==> src/rtl/wb_pkg.sv <==
// Shared types and constants for the register-file writeback arbiter.
package wb_pkg;

  localparam int unsigned DATA_W_DEF = 32;
  localparam int unsigned ADDR_W_DEF = 5;
  localparam int unsigned REG_ZERO   = 0;

  typedef enum logic {
    PRIO0,
    FORCE1
  } wb_state_e;

  typedef struct packed {
    logic                  valid;
    logic [ADDR_W_DEF-1:0] addr;
    logic [DATA_W_DEF-1:0] data;
  } wb_req_t;

endpackage

==> src/rtl/wb_starve_cnt.sv <==
// Saturating count of consecutive cycles src1 has waited; hit pulses on the
// increment that reaches LIMIT.
module wb_starve_cnt #(
  parameter int unsigned LIMIT = 4,
  parameter int unsigned CNT_W = $clog2(LIMIT + 1)
) (
  input  logic clk,
  input  logic reset,
  input  logic inc,
  output logic hit
);

  logic [CNT_W-1:0] cnt;

  assign hit = inc & (cnt == CNT_W'(LIMIT - 1));

  always_ff @(posedge clk or posedge reset) begin
    if (reset) begin
      cnt <= '0;
    end else if (!inc) begin
      cnt <= '0;
    end else if (cnt != CNT_W'(LIMIT)) begin
      cnt <= cnt + CNT_W'(1);
    end
  end

endmodule

==> src/rtl/regfile_wb_arbiter.sv <==
// Two-source register-file writeback arbiter: src0 priority, starvation-forced
// src1 grant, registered write port, x0 drop. `WB_BYPASS_EN adds write forwarding.
module regfile_wb_arbiter
  import wb_pkg::*;
#(
  parameter  int unsigned DATA_W       = DATA_W_DEF,
  parameter  int unsigned ADDR_W       = ADDR_W_DEF,
  parameter  int unsigned STARVE_LIMIT = 4,
  localparam int unsigned CNT_W        = $clog2(STARVE_LIMIT + 1)
) (
  input  logic              clk,
  input  logic              reset,
  input  logic              src0_valid,
  output logic              src0_ready,
  input  logic [ADDR_W-1:0] src0_addr,
  input  logic [DATA_W-1:0] src0_data,
  input  logic              src1_valid,
  output logic              src1_ready,
  input  logic [ADDR_W-1:0] src1_addr,
  input  logic [DATA_W-1:0] src1_data,
  output logic              rg_wrt_en,
  output logic [ADDR_W-1:0] rg_wrt_addr,
  output logic [DATA_W-1:0] rg_wrt_data,
  output logic              starved,
  input  logic [ADDR_W-1:0] fwd_addr1,
  input  logic [ADDR_W-1:0] fwd_addr2,
  output logic              fwd_hit1,
  output logic              fwd_hit2,
  output logic [DATA_W-1:0] fwd_data
);

  wb_state_e         state;
  logic              src0_fire;
  logic              src1_fire;
  logic              win_fire;
  logic [ADDR_W-1:0] win_addr;
  logic [DATA_W-1:0] win_data;
  logic              cnt_hit;

  always_comb begin
    src0_ready = src0_valid & (state == PRIO0);
    src1_ready = src1_valid & ((state == FORCE1) | ~src0_valid);
  end

  assign src0_fire = src0_valid & src0_ready;
  assign src1_fire = src1_valid & src1_ready;
  assign win_fire  = src0_fire | src1_fire;
  assign win_addr  = src0_fire ? src0_addr : src1_addr;
  assign win_data  = src0_fire ? src0_data : src1_data;

  wb_starve_cnt #(
    .LIMIT (STARVE_LIMIT),
    .CNT_W (CNT_W)
  ) u_starve_cnt (
    .clk   (clk),
    .reset (reset),
    .inc   (src1_valid & ~src1_fire),
    .hit   (cnt_hit)
  );

  always_ff @(posedge clk or posedge reset) begin
    if (reset) begin
      state   <= PRIO0;
      starved <= 1'b0;
    end else begin
      case (state)
        PRIO0: begin
          if (cnt_hit) begin
            state   <= FORCE1;
            starved <= 1'b1;
          end
        end
        FORCE1: begin
          // Leaving on a dropped valid tolerates a src1 protocol violation.
          if (src1_fire | ~src1_valid) begin
            state   <= PRIO0;
            starved <= 1'b0;
          end
        end
      endcase
    end
  end

  always_ff @(posedge clk or posedge reset) begin
    if (reset) begin
      rg_wrt_en   <= 1'b0;
      rg_wrt_addr <= '0;
      rg_wrt_data <= '0;
    end else begin
      rg_wrt_en <= win_fire & (win_addr != ADDR_W'(REG_ZERO));
      if (win_fire) begin
        rg_wrt_addr <= win_addr;
        rg_wrt_data <= win_data;
      end
    end
  end

`ifdef WB_BYPASS_EN
  assign fwd_hit1 = rg_wrt_en & (rg_wrt_addr == fwd_addr1) & (fwd_addr1 != ADDR_W'(REG_ZERO));
  assign fwd_hit2 = rg_wrt_en & (rg_wrt_addr == fwd_addr2) & (fwd_addr2 != ADDR_W'(REG_ZERO));
  assign fwd_data = rg_wrt_data;
`else
  logic unused_fwd;
  assign unused_fwd = ^{fwd_addr1, fwd_addr2};
  assign fwd_hit1   = 1'b0;
  assign fwd_hit2   = 1'b0;
  assign fwd_data   = '0;
`endif

endmodule

==> config.mk <==
export PLATFORM = sky130hd
export DESIGN_NAME = regfile_wb_arbiter
export DESIGN_NICKNAME = d
export VERILOG_FILES = /design/src/rtl/wb_pkg.sv /design/src/rtl/wb_starve_cnt.sv /design/src/rtl/regfile_wb_arbiter.sv
export SDC_FILE = /design/constraint.sdc
export NUM_CORES = 1
export LEC_CHECK = 0
export ABC_CLOCK_PERIOD_IN_PS = 1600
export BUFFER_PORTS_ARGS = -buffer_cell sky130_fd_sc_hd__buf_4
export CAP_MARGIN = 20
export CORE_AREA = 2 2 82 84
export CTS_CLUSTER_SIZE = 30
export DETAILED_ROUTE_END_ITERATION = 10
export DIE_AREA = 0 0 84 86
export HOLD_SLACK_MARGIN = 0.03
export PLACE_DENSITY = 0.76
export SLEW_MARGIN = 10
export SYNTH_ARGS = -nofsm -noshare
export SYNTH_HDL_FRONTEND = slang
export SYNTH_HIERARCHICAL = 1
export SYNTH_SLANG_ARGS = --single-unit
==> constraint.sdc <==
create_clock -name clk -period 1.6 [get_ports clk]
set_clock_uncertainty 0.2 [all_clocks]
set_input_delay 0.08 -clock clk [delete_from_list [all_inputs] [get_ports clk]]
set_output_delay 0.08 -clock clk [all_outputs]
set_load 0.005 [all_outputs]
**Yosys cells after proc, flatten, opt, wreduce, memory -nomap -nowiden**

Cells that the tools add are included.

- Word-level logic and storage cells: 38
- Bits in registers: 43
- Input bits: 88
- Output and inout port bits: 75

- Reductions and logical operators: 2
- Bitwise operators: 14
- Add/sub/neg operators: 1
- Equality and inequality tests: 5
- Muxes and demuxes: 10

Operators by type and width:

| operator | count |
|---|---|
| $mux 32 | 1 |
| $and 1x1->1 | 7 |
| $mux 3 | 2 |
| $mux 5 | 1 |
| $reduce_bool 5->1 | 1 |
| $mux 1 | 4 |
| $ne 2x2->1 const B | 2 |
| $not 1->1 | 4 |
| $pmux 1 s2 | 2 |
| $add 3x1->3 const B | 1 |
| $eq 3x2->1 const B | 1 |
| $ne 3x3->1 const B | 1 |
| $or 1x1->1 | 3 |
| $ne 2x1->1 const B | 1 |
| $reduce_and 2->1 | 1 |

**Depth between registers and ports, before layout**

- Depth after elaboration: 9
- Mapped depth: 7
- Gate-level depth less buffers: 5

**Modules after synthesis**

Netlist, hierarchy kept.

By module, submodules not included:

| module | cells each | seq. area each (sq um) | instances | area each (sq um) |
|---|---|---|---|---|
| regfile_wb_arbiter | 212 | 1001.0 | 1 | 2108.3 |
| wb_starve_cnt | 20 | 75.1 | 1 | 193.9 |

**Worst setup path after synthesis**

No wires, ideal clock.

- Kind: register -> register
- From: register state
- To: register state
- Clock period less this slack: 1.467 ns
- Library setup time: 0.073 ns
- Path buffers: 2
- Setup slack: 0.133 ns
- Required time: 1.327 ns
- Cell stages (with the launch flop): 7
- Arrival time: 1.195 ns
- Cells stage by stage: dfrtp_1 -> nor2b_1 -> buf_2 -> buf_4 -> and2_1 -> and2_1 -> nor2b_1

- Cells in the longest elaborated chain, start to end: 8
- Elaborated cells between the ends (all ways): 11
- Classes of those cells: 3 x mux; 8 x bitwise

Ends and longest elaborated chain:

| what | line | RTL |
|---|---|---|
| start, declared | regfile_wb_arbiter.sv:32 | `wb_state_e state;` |
| start signal, assigned | regfile_wb_arbiter.sv:63 | `state <= PRIO0;` |
| start signal, assigned | regfile_wb_arbiter.sv:69 | `state <= FORCE1;` |
| start signal, assigned | regfile_wb_arbiter.sv:76 | `state <= PRIO0;` |
| $or 1x1->1 | regfile_wb_arbiter.sv:42 | `src1_ready = src1_valid & ((state == FORCE1) \| ~src0_valid);` |
| $and 1x1->1 | regfile_wb_arbiter.sv:42 |  |
| $and 1x1->1 | regfile_wb_arbiter.sv:46 | `assign src1_fire = src1_valid & src1_ready;` |
| $not 1->1 | regfile_wb_arbiter.sv:57 | `.inc (src1_valid & ~src1_fire),` |
| $and 1x1->1 | regfile_wb_arbiter.sv:57 |  |
| $and 1x1->1 | wb_starve_cnt.sv:15 | `assign hit = inc & (cnt == CNT_W'(LIMIT - 1));` |
| net cnt_hit | regfile_wb_arbiter.sv:38 | `logic cnt_hit;` |
| $mux 1 | regfile_wb_arbiter.sv:68 | `if (cnt_hit) begin` |
| $pmux 1 s2 | regfile_wb_arbiter.sv:66 | `case (state)` |

The timed path passes the listed nets, and every way through them passes these cells.
A chain may end at the register's enable or synchronous reset.

**Final worst setup path**

- From: input port src1_addr[3]
- To: register rg_wrt_en

- Cells in the longest elaborated chain, start to end: 3

Ends and longest elaborated chain:

| what | line | RTL |
|---|---|---|
| start, declared | regfile_wb_arbiter.sv:19 | `input logic [ADDR_W-1:0] src1_addr,` |
| $mux 5 | regfile_wb_arbiter.sv:48 | `assign win_addr = src0_fire ? src0_addr : src1_addr;` |
| $reduce_bool 5->1 | regfile_wb_arbiter.sv:90 | `rg_wrt_en <= win_fire & (win_addr != ADDR_W'(REG_ZERO));` |
| $and 1x1->1 | regfile_wb_arbiter.sv:90 |  |
| end signal, assigned | regfile_wb_arbiter.sv:90 |  |
| end, declared | regfile_wb_arbiter.sv:21 | `output logic rg_wrt_en,` |

No other way between the ends.

==> out/results.ini <==
[clocking]
cts_resized=0
root_buffer=clkbuf_8
cts-htree-levels=2
clock_path_buffers=2
cts_tree=built
clock_latency_ns=0.28
cts_buffers=5
cts_sinks=43
path_clk_slew_ns=0.08

[logic_synthesis]
synth_area_sq_um=2300
synth_xor_area_share_pct=0
synth_ff_type=dfrtp_1
synth_compound_area_share_pct=9.78
syn_inst=232
synth_warnings=6
synth_top_area_share_pct=46.7
synth_seq_area_share_pct=46.7
yosysMostFrequentCell=dfrtp_1
synth_area_leaders=dfrtp_1 (47%), mux2i_1 (16%), buf_4 (13%)
synth_top_cells_by_count=dfrtp_1 (43), buf_4 (39), nand2_1 (39)
synth_mux_area_share_pct=16.1
ys_ff_latch=43
avgSynthCellArea_sq_um=9.92
synth_area_leader_cell=dfrtp_1
yosysUniqueCellTypes=22
async_flop_share_pct=100
yosys.area_share.simple_pct=9.89
synthAdderAreaFrac_pct=1.63
synth_top_family_by_area=multiplexers
synth_edf_count=0

[routing]
ant_nets=0
dr_total_vias=2356
wl_mm=7.95
drc=0
dr.first_iter.drc_count=73
routed_via_density=4.67
dr.pass1.iters=4
wl_per_cell_microns=15.7

[setup_path]
path_cells=dlygate4sd3_1, buf_4, o21ai_1, dlygate4sd3_1, o21ai_1
worstRegToRegCells=5
startpoint_type=primary input
slowest_delay_ns=0.56
cp_slowest_cell=dlygate4sd3_1
worstSetupEndpointType=flop
crit_fanout=2
critPathRequiredTime_ns=1.57
path_class=in -> reg
arrival_ns=1.51

[timing]
whs_ns=0.0982
fmax_mhz=651
fin_crit_sh_pct=96.0
tightest_slew_ns=0.624
hold_violations=0
setup_viol=0
drv_slew=0
relSlewSlack_pct=58.1
period_minus_slack_ns=1.54

[floorplan]
die_x_microns=84
floorplan.die.height_microns=86
core_area_sq_um=6280
num_rows=29
io_pins=163
initial_core_util_pct=36.7
die_area_sq_um=7220

[power_and_ir_drop]
comb_power_share_pct=29.2
seqPwrFrac_pct=46.4
p_sw_share_pct=26.4
clockPowerShare_pct=24.3
peakVddDrop_v=0.000403
pwr_density_cell_nw_per_um2=656
total_power_mw=2.67
p_leak_nw=2.08
internal_power_mw=1.97
p_sw_uw=705

[grt]
overflow=0
grt_max_degree=40
grt_pass1_vias=2473
track_usage_pct=21.7
grt_pass1_wl_mm=12.2
antenna_found_initial=0

[min_path]
hold_class=in -> reg
hold_depth=3

[cells_and_area]
fin_cells=505
fin_util_pct=64.9
area_growth_pct=76.9
diodes=0
fillers=488
final_area_sq_um=4070
fin_nets=518
drive_gt1_share_pct=31.8

[placement]
placed_area_sq_um=3150
hpwl_mm=4.18
portBuffers=118
place_congestion=0.762
place_inst=417

[flow_run]
cap_viol_max_count=0

[status]
status=finished clean

-- area by class of cell --
class	instances	area [sq um]	area share, %
repair buffers	203	1800	44.3
inverters	5	18.8	0.461
clock inverters	1	5.00	0.123
well taps	77	96.3	2.37
flip-flops and latches	43	1080	26.4
clock buffers	7	76.3	1.87
multi-input cells	169	996	24.5
-- logic make-up (layout without fill, tap and decap cells) --
family / count (synthesis) / in the layout
and+or+nand+nor: 52 / 52
buffers and inverters: 53 / 216
AOI/OAI and AO/OA: 43 / 43
adders and majority gates: 3 / 3
other: 1 / 34
DFF: 43 / 43
muxes: 37 / 37
-- sequential cells by signal, summed over array words and instances (netlist names) --
signal	cells
rg_wrt_data	32
rg_wrt_en	1
rg_wrt_addr	5
state	1
starved	1
u_starve_cnt/cnt	3
-- what timing repair did --
action,CTS,global route
buffers inserted,0,1
endpoints found under the hold margin,81,0
endpoints found under the setup margin,2,1
hold buffers,77,0
cloned,2,0
-- layer usage --
metal  track usage, %  vias up  share of wire (%)
li1                 -     1102                  -
met1             23.8     1123                 38
met2             42.4      121                 54
met3             4.72       10                6.6
met4             5.28        0                1.1
met5                0        -                  0
-- critical path: cells and delay by family --
| family | cells | cell delay, ns |
|---|---|---|
| buffers and inverters | 3 | 1.25 |
| AO/OA/AOI/OAI | 2 | 0.18 |
-- final timing paths --
path / endpoint / slack, ns / startpoint
min reg2reg: state / 0.31 / state
min in group asynchronous: rg_wrt_data[29] / 0.17 / reset
max: rg_wrt_en / 0.06 / src1_addr[3]
min: rg_wrt_data[16] / 0.1 / src1_valid
max reg2reg: rg_wrt_data[17] / 0.12 / state
max in group asynchronous: u_starve_cnt/cnt[0] / 0.47 / reset
-- power by group through the flow --
stage / clock, mW / sequential [mW] / combinational [mW]
final: 0.650 / 1.24 / 0.781
after global routing: 0.725 / 1.25 / 0.845
after CTS: 0.687 / 1.23 / 0.759
after detailed placement: 0 / 1.25 / 0.578
after global placement: 0 / 1.25 / 0.562
after floorplan: 0 / 1.26 / 0.280
-- layout by cell type, fill, tap and decap left out, drive strengths merged --
| cell type | instances |
|---|---|
| a21boi | 1 |
| and2 | 3 |
| buf | 124 |
| bufbuf | 2 |
| clkbuf | 7 |
| clkinv | 2 |
| conb | 34 |
| dfrtp | 43 |
| dlygate4sd3 | 77 |
| ha | 3 |
| inv | 4 |
| mux2i | 37 |
| nand2 | 39 |
| nand2b | 1 |
| nand4 | 2 |
| nor2 | 2 |
| nor2b | 3 |
| o21ai | 42 |
| or4 | 2 |
-- metrics by stage --
| stage | TNS, ns | worst slack, ns |
|---|---|---|
| 3_3_place_gp | 0 | 0.228 |
| 5_1_grt | -0.000561 | -0.000561 |
| 4_1_cts | 0 | 0.0291 |
| 6_report | 0 | 0.0642 |
| 2_1_floorplan | 0 | 0.133 |
| 3_5_place_dp | 0 | 0.215 |
Note: power is estimated with default switching activity, not from simulation.
